`src/rtl/cla_seq_adder.sv`:
```
// cla_seq_adder
// Adds two WORDS x 4-bit operands with a single 4-bit carry-lookahead slice.
// One nibble is processed per clock, least-significant nibble first.
//
// Ports:
//   clk    rising-edge clock
//   rst    synchronous active-high reset (has priority over start)
//   start  add request, accepted only in IDLE or DONE
//   a, b   N-bit operands, latched on an accepted start
//   cin    carry into nibble 0, latched on an accepted start
//   busy   high while nibbles are being processed
//   done   one-cycle pulse; sum/cout/ovf are valid in the same cycle
//   sum    registered N-bit result, held until the next done
//   cout   carry out of bit N-1
//   ovf    signed overflow (carry into bit N-1 XOR carry out of bit N-1)
module cla_seq_adder #(
  parameter int WORDS = 4
) (
  input  logic               clk,
  input  logic               rst,
  input  logic               start,
  input  logic [4*WORDS-1:0] a,
  input  logic [4*WORDS-1:0] b,
  input  logic               cin,
  output logic               busy,
  output logic               done,
  output logic [4*WORDS-1:0] sum,
  output logic               cout,
  output logic               ovf
);

  localparam int N  = 4 * WORDS;
  localparam int IW = $clog2(WORDS);
  localparam logic [IW-1:0] LAST = IW'(WORDS - 1);

  typedef enum logic [1:0] {
    IDLE,
    RUN,
    DONE
  } state_t;

  state_t state;
  state_t state_next;

  logic [N-1:0]  a_reg;
  logic [N-1:0]  b_reg;
  logic [N-1:0]  acc;
  logic [N-1:0]  acc_next;
  logic          carry;
  logic [IW-1:0] idx;

  logic [3:0] a_nib;
  logic [3:0] b_nib;
  logic [3:0] p;
  logic [3:0] g;
  logic [3:0] s_nib;
  logic       c1;
  logic       c2;
  logic       c3;
  logic       c4;

  logic accept;
  logic last;

  always_ff @(posedge clk) begin
    if (rst) begin
      state <= IDLE;
    end else begin
      state <= state_next;
    end
  end

  // A start seen in DONE is accepted just like in IDLE, which gives
  // back-to-back operation without an extra idle cycle.
  always_comb begin
    state_next = state;
    busy       = 1'b0;
    done       = 1'b0;
    accept     = 1'b0;
    case (state)
      IDLE: begin
        if (start) begin
          accept     = 1'b1;
          state_next = RUN;
        end
      end
      RUN: begin
        busy = 1'b1;
        if (idx == LAST) begin
          state_next = DONE;
        end
      end
      DONE: begin
        done = 1'b1;
        if (start) begin
          accept     = 1'b1;
          state_next = RUN;
        end else begin
          state_next = IDLE;
        end
      end
      default: begin
        state_next = IDLE;
      end
    endcase
  end

  assign last = (state == RUN) && (idx == LAST);

  // Pick the current operand nibbles and build the accumulator image with
  // the freshly computed nibble merged in at position idx.
  always_comb begin
    a_nib    = 4'h0;
    b_nib    = 4'h0;
    acc_next = acc;
    for (int i = 0; i < WORDS; i++) begin
      if (idx == IW'(i)) begin
        a_nib              = a_reg[4*i +: 4];
        b_nib              = b_reg[4*i +: 4];
        acc_next[4*i +: 4] = s_nib;
      end
    end
  end

  // 4-bit lookahead slice: every carry is expanded directly from G, P and
  // the slice carry-in rather than rippled.
  always_comb begin
    p  = a_nib ^ b_nib;
    g  = a_nib & b_nib;
    c1 = g[0] | (p[0] & carry);
    c2 = g[1] | (p[1] & g[0]) | (p[1] & p[0] & carry);
    c3 = g[2] | (p[2] & g[1]) | (p[2] & p[1] & g[0])
       | (p[2] & p[1] & p[0] & carry);
    c4 = g[3] | (p[3] & g[2]) | (p[3] & p[2] & g[1])
       | (p[3] & p[2] & p[1] & g[0]) | (p[3] & p[2] & p[1] & p[0] & carry);
    s_nib = p ^ {c3, c2, c1, carry};
  end

  // The result registers are loaded on the last RUN edge so that they are
  // already valid during the DONE cycle; they never move during RUN.
  always_ff @(posedge clk) begin
    if (rst) begin
      a_reg <= '0;
      b_reg <= '0;
      acc   <= '0;
      carry <= 1'b0;
      idx   <= '0;
      sum   <= '0;
      cout  <= 1'b0;
      ovf   <= 1'b0;
    end else if (accept) begin
      a_reg <= a;
      b_reg <= b;
      carry <= cin;
      acc   <= '0;
      idx   <= '0;
    end else if (state == RUN) begin
      acc   <= acc_next;
      carry <= c4;
      idx   <= idx + 1'b1;
      if (last) begin
        idx  <= '0;
        sum  <= acc_next;
        cout <= c4;
        ovf  <= c3 ^ c4;
      end
    end
  end

endmodule

```
`config.mk`:
```
export PLATFORM = sky130hd
export DESIGN_NAME = cla_seq_adder
export DESIGN_NICKNAME = d
export VERILOG_FILES = /design/src/rtl/cla_seq_adder.sv
export SDC_FILE = /design/constraint.sdc
export NUM_CORES = 1
export LEC_CHECK = 0
export CORE_ASPECT_RATIO = 0.5
export CORE_MARGIN = 10
export CORE_UTILIZATION = 55
export DETAILED_ROUTE_END_ITERATION = 10
export PLACE_DENSITY = 0.92
export SKIP_LAST_GASP = 1
export SLEW_MARGIN = 10
export SYNTH_ARGS = -nofsm -noshare
export SYNTH_HDL_FRONTEND = slang
export SYNTH_SLANG_ARGS = --single-unit
```
`constraint.sdc`:
```
create_clock -name clk -period 5.1 [get_ports clk]
set_input_delay 1.02 -clock clk [delete_from_list [all_inputs] [get_ports clk]]
set_output_delay 1.02 -clock clk [all_outputs]
set_load 0.01 [all_outputs]
```
**After elaboration in Yosys (flattened, before gate mapping)**

Cells that the tools add are included.
Widths: inputs -> output; s select.

- Mux-type cells: 23
- Bitwise gates (word level): 31
- Equality and inequality tests: 7
- $add $sub $neg: 1
- Reductions and logical operators: 8

Operators by type and width:

| operator | count |
|---|---|
| $mux 4 | 12 |
| $and 1x1->1 | 16 |
| $or 1x1->1 | 10 |
| $xor 4x4->4 | 2 |
| $mux 1 | 7 |
| $eq 2x2->1 const B | 3 |
| $mux 2 | 3 |
| $pmux 2 s3 | 1 |
| $and 4x4->4 | 1 |
| $eq 2x1->1 const B | 2 |
| $logic_not 2->1 | 2 |
| $reduce_or 2->1 | 2 |
| $reduce_and 3->1 | 1 |
| $add 2x1->2 const B | 1 |
| $ne 2x1->1 const B | 1 |
| $ne 2x2->1 const B | 1 |
| $reduce_and 2->1 | 1 |
| $reduce_bool 2->1 | 1 |
| $logic_and 1x1->1 | 1 |
| $not 1->1 | 1 |
| $xor 1x1->1 | 1 |

- Bits of input ports: 36
- Output and inout bits: 20
- Register bits after elaboration: 71

**Logic depth before layout (Yosys ltp)**

- Depth in word-level cells: 13
- Depth in mapped cells: 13

**Worst setup path before layout**

No wires, ideal clock.

- Path type: register to register
- From: register idx[0]
- To: register sum[2]
- Arrival time: 2701 ps
- Setup time: 86 ps
- Setup slack: 2313 ps
- Stages on the path, launching flop included: 12
- Path through: dfxtp_1 > inv_1 > ha_1 > clkbuf_1 > buf_1 > a21oi_1 > o21ai_0 > ha_1 > a21o_1 > a21oi_1 > mux2_2 > a211oi_1

- Longest elaborated chain between the ends: 11
- Elaborated cells between the ends (all ways): 23
- Classes of those cells: eq/ne (3); mux (9); bitwise (8); reduce/logical (3)

Ends and longest elaborated chain:

| element | line | source |
|---|---|---|
| start, declared | 50 | `logic [IW-1:0] idx;` |
| start signal, assigned | 160 | `idx <= idx + 1'b1;` |
| $logic_not 2->1 | 117 | `if (idx == IW'(i)) begin` |
| $mux 4 (4 in series) | 117 |  |
| $xor 4x4->4 or $and 4x4->4 (tied branches) | 128, 129 |  |
| $and 1x1->1 | 131 | `c2 = g[1] \| (p[1] & g[0]) \| (p[1] & p[0] & carry);` |
| $or 1x1->1 or $and 1x1->1 (tied branches) | 131 |  |
| $or 1x1->1 | 131 |  |
| $xor 4x4->4 | 136 | `s_nib = p ^ {c3, c2, c1, carry};` |
| $mux 4 | 117 |  |
| end signal, assigned | 163 | `sum <= acc_next;` |
| end, declared | 27 | `output logic [4*WORDS-1:0] sum,` |

Parallel ways exist; a longest one is shown, timed or not.
A chain may end at the register's enable or synchronous reset.

**Final worst setup path**

- From: register idx[1]
- To: register sum[2]

Same word-level chain as after synthesis.

==> impl_metrics.tcl <==
set metrics [dict create \
    r2r-end "sum[2]" \
    wirelength_um 8110 \
    synth_area_um2 3000 \
    drive_gt1_frac 0.0556 \
    cts_setup_buffers 0 \
    worstReg2RegStart "idx[1]" \
    start_kind "register" \
    fmax_mhz 292 \
    fp.dieH_um 72.2 \
    maxSlewHeadroom 0.336 \
    grt_start_max_net_pins 49 \
    worstHoldEndpoint "sum[9]" \
    grt-ovfl-total 0 \
    firstDrtPassIters 5 \
    hold_start "sum[9]" \
    fin_util 0.738 \
    vias 2868 \
    place_hpwl_um 5580 \
    core_um2 5090 \
    rsz0062_at_grt "false" \
    status "complete, no violations" \
    drv_slew 0 \
    holdPathStages 2 \
    fin_setup_tns_ns 0 \
    fin_nets 472 \
    cts_buffers 9 \
    diodes 0 \
    yosys_register_bits 67 \
    clkSinkCount 67 \
    dieWidth_um 124 \
    drc_errors 0 \
    via_per_inst 5.71 \
    required_ns 5.36 \
    antenna_left 0 \
    htreeDepth 3 \
    io_buffers 55 \
    crit_arrival_ns 3.68 \
    synth_cell_types 33 \
    cts_hold_buf 0 \
    layout_common_cells "103 x nand2_1, 67 x dfxtp_1, 66 x a21oi_1" \
    period_share 0.671 \
    crit_fanout 28 \
    setup_viol 0 \
    reg2reg_setup_slack_ns 1.68 \
    root_buffer "clkbuf_8" \
    std_cell_rows 18 \
    tritoncts "built" \
    fin_crit_ns 3.42 \
    clk_pin_slew_ns 0.07 \
    syn_nets 433 \
    finalInstanceArea_um2 3760 \
    cap_violations 0 \
    ir_drop_mv 0.158 \
    synth_top_area_frac 0.447 \
    area_delta_synth_final_pct 25.3 \
    synth.yosys.seq_area_share 0.447 \
    p_leak_nw 1.34 \
    cts-resized-gates 0 \
    hold_viol 0 \
    grt_use_total 0.175 \
    mostFrequentLayoutCell "nand2_1" \
    synth_area_per_cell_um2 7.73 \
    pwr_density_cell_nw_per_um2 323 \
    finClkSkew_ns 0.00812 \
    synthArstFlopShare 0 \
    pin_count 56 \
    dpl_cell_area_um2 3530 \
    reg2reg_depth 11 \
    yosysWarnings 0 \
    globalplace.congestion 0.866 \
    worstHoldPathType "register to register" \
    netlist_instances 388 \
    synth_top_area_cell "dfxtp_1" \
    dieArea_um2 8980 \
    path_class "register to register" \
    drtIter0Drc 275 \
    wl_per_cell_um 16.1 \
    synth_edf_count 0 \
    clock_latency_ns 0.35 \
    clock_path_buffers 2 \
    end_kind "register" \
    tightest_slew_ns 0.997 \
    synth_flop_cell "dfxtp_1" \
    start_util 0.589 \
    antenna_found_initial 0 \
    grt_pass1_vias 2710 \
    synthTopCellsByArea "dfxtp_1 45%, nand2_1 13%, a21oi_1 11%, o21ai_0 4.0%, ha_1 3.3%" \
    grt_pass1_wl_um 13100 \
]
==> critical path, cell delays in order, from the launching register on <==
cell      delay (ns)
dfxtp_1         0.35
inv_1           0.09
ha_1            0.73
nand2_1         0.13
a21oi_1         0.18
a21oi_1         0.07
o21ai_0         0.33
ha_1            0.32
a21o_1          0.19
a21oi_1         0.30
mux2_2          0.41
a211oi_1        0.22
==> layout make-up <==
cell class / instances / area (um2)
clock buffers: 12 / 155
clock inverters: 4 / 72.6
fillers: 402 / 1330
inverters: 8 / 30.0
multi-input cells: 283 / 1500
flip-flops and latches: 67 / 1340
well taps: 70 / 87.6
repair buffers: 58 / 573
==> Yosys cell counts (7+ instances only) <==
| cell | n |
|---|---|
| ha_1 | 8 |
| dfxtp_1 | 67 |
| inv_1 | 7 |
| a21oi_1 | 66 |
| buf_2 | 10 |
| clkbuf_1 | 16 |
| nor2_1 | 10 |
| nand3_1 | 18 |
| o21ai_0 | 24 |
| nand2_1 | 103 |
| a211oi_1 | 7 |
| nand3b_1 | 9 |
==> power by group <==
group	switching, mW	leakage (nW)	internal, mW	total, mW
Clock	0.202	0.113	0.301	0.503
Sequential	0.0134	0.545	0.542	0.556
Combinational	0.0894	0.681	0.0635	0.153
Total	0.305	1.34	0.907	1.21
==> layer usage <==
layer  vias up  wire (um)  GRT usage  part of all wire
li1       1400          -          -                 -
met1      1327       3460      0.201              0.43
met2       122       3760      0.284              0.46
met3        19        667     0.0624             0.082
met4         0        216     0.0937             0.027
met5         -          0          0                 0
==> kinds of logic (layout without fill, tap and decap cells) <==
kind of cell               count (synthesis)  after routing  share of synthesized area
buffers and inverters                     38             82                     0.0543
AOI/OAI and AO/OA                        111            111                      0.205
and+or+nand+nor                          155            155                      0.227
DFF                                       67             67                      0.447
muxes                                      5              5                     0.0175
adders and majority gates                  9              9                     0.0401
xor gates and xnor gates                   3              3                    0.00877
==> how the worst max path moves through the flow <==
| stage | depth (start not counted) | end | start |
|---|---|---|---|
| global route | 10 | acc[7] | idx[0] |
| global placement | 11 | sum[2] | idx[1] |
| CTS | 10 | sum[2] | idx[0] |
| detailed placement | 11 | sum[2] | idx[0] |
| floorplan | 11 | sum[2] | idx[0] |
| finish | 11 | sum[2] | idx[1] |
==> through the flow <==
| step | worst slack (ns) | total power, mW | cells | hold slack (ns) |
|---|---|---|---|---|
| after floorplan | 2.31 | 0.659 | 388 | 0.436 |
| after global placement | 1.99 | 0.708 | 486 | 0.442 |
| after detailed placement | 1.82 | 0.715 | 486 | 0.446 |
| after CTS | 1.78 | 1.21 | 502 | 0.456 |
| after global routing | 1.42 | 1.25 | 502 | 0.467 |
| final | 1.68 | 1.21 | 502 | 0.454 |
(Power assumes the default switching activity.)
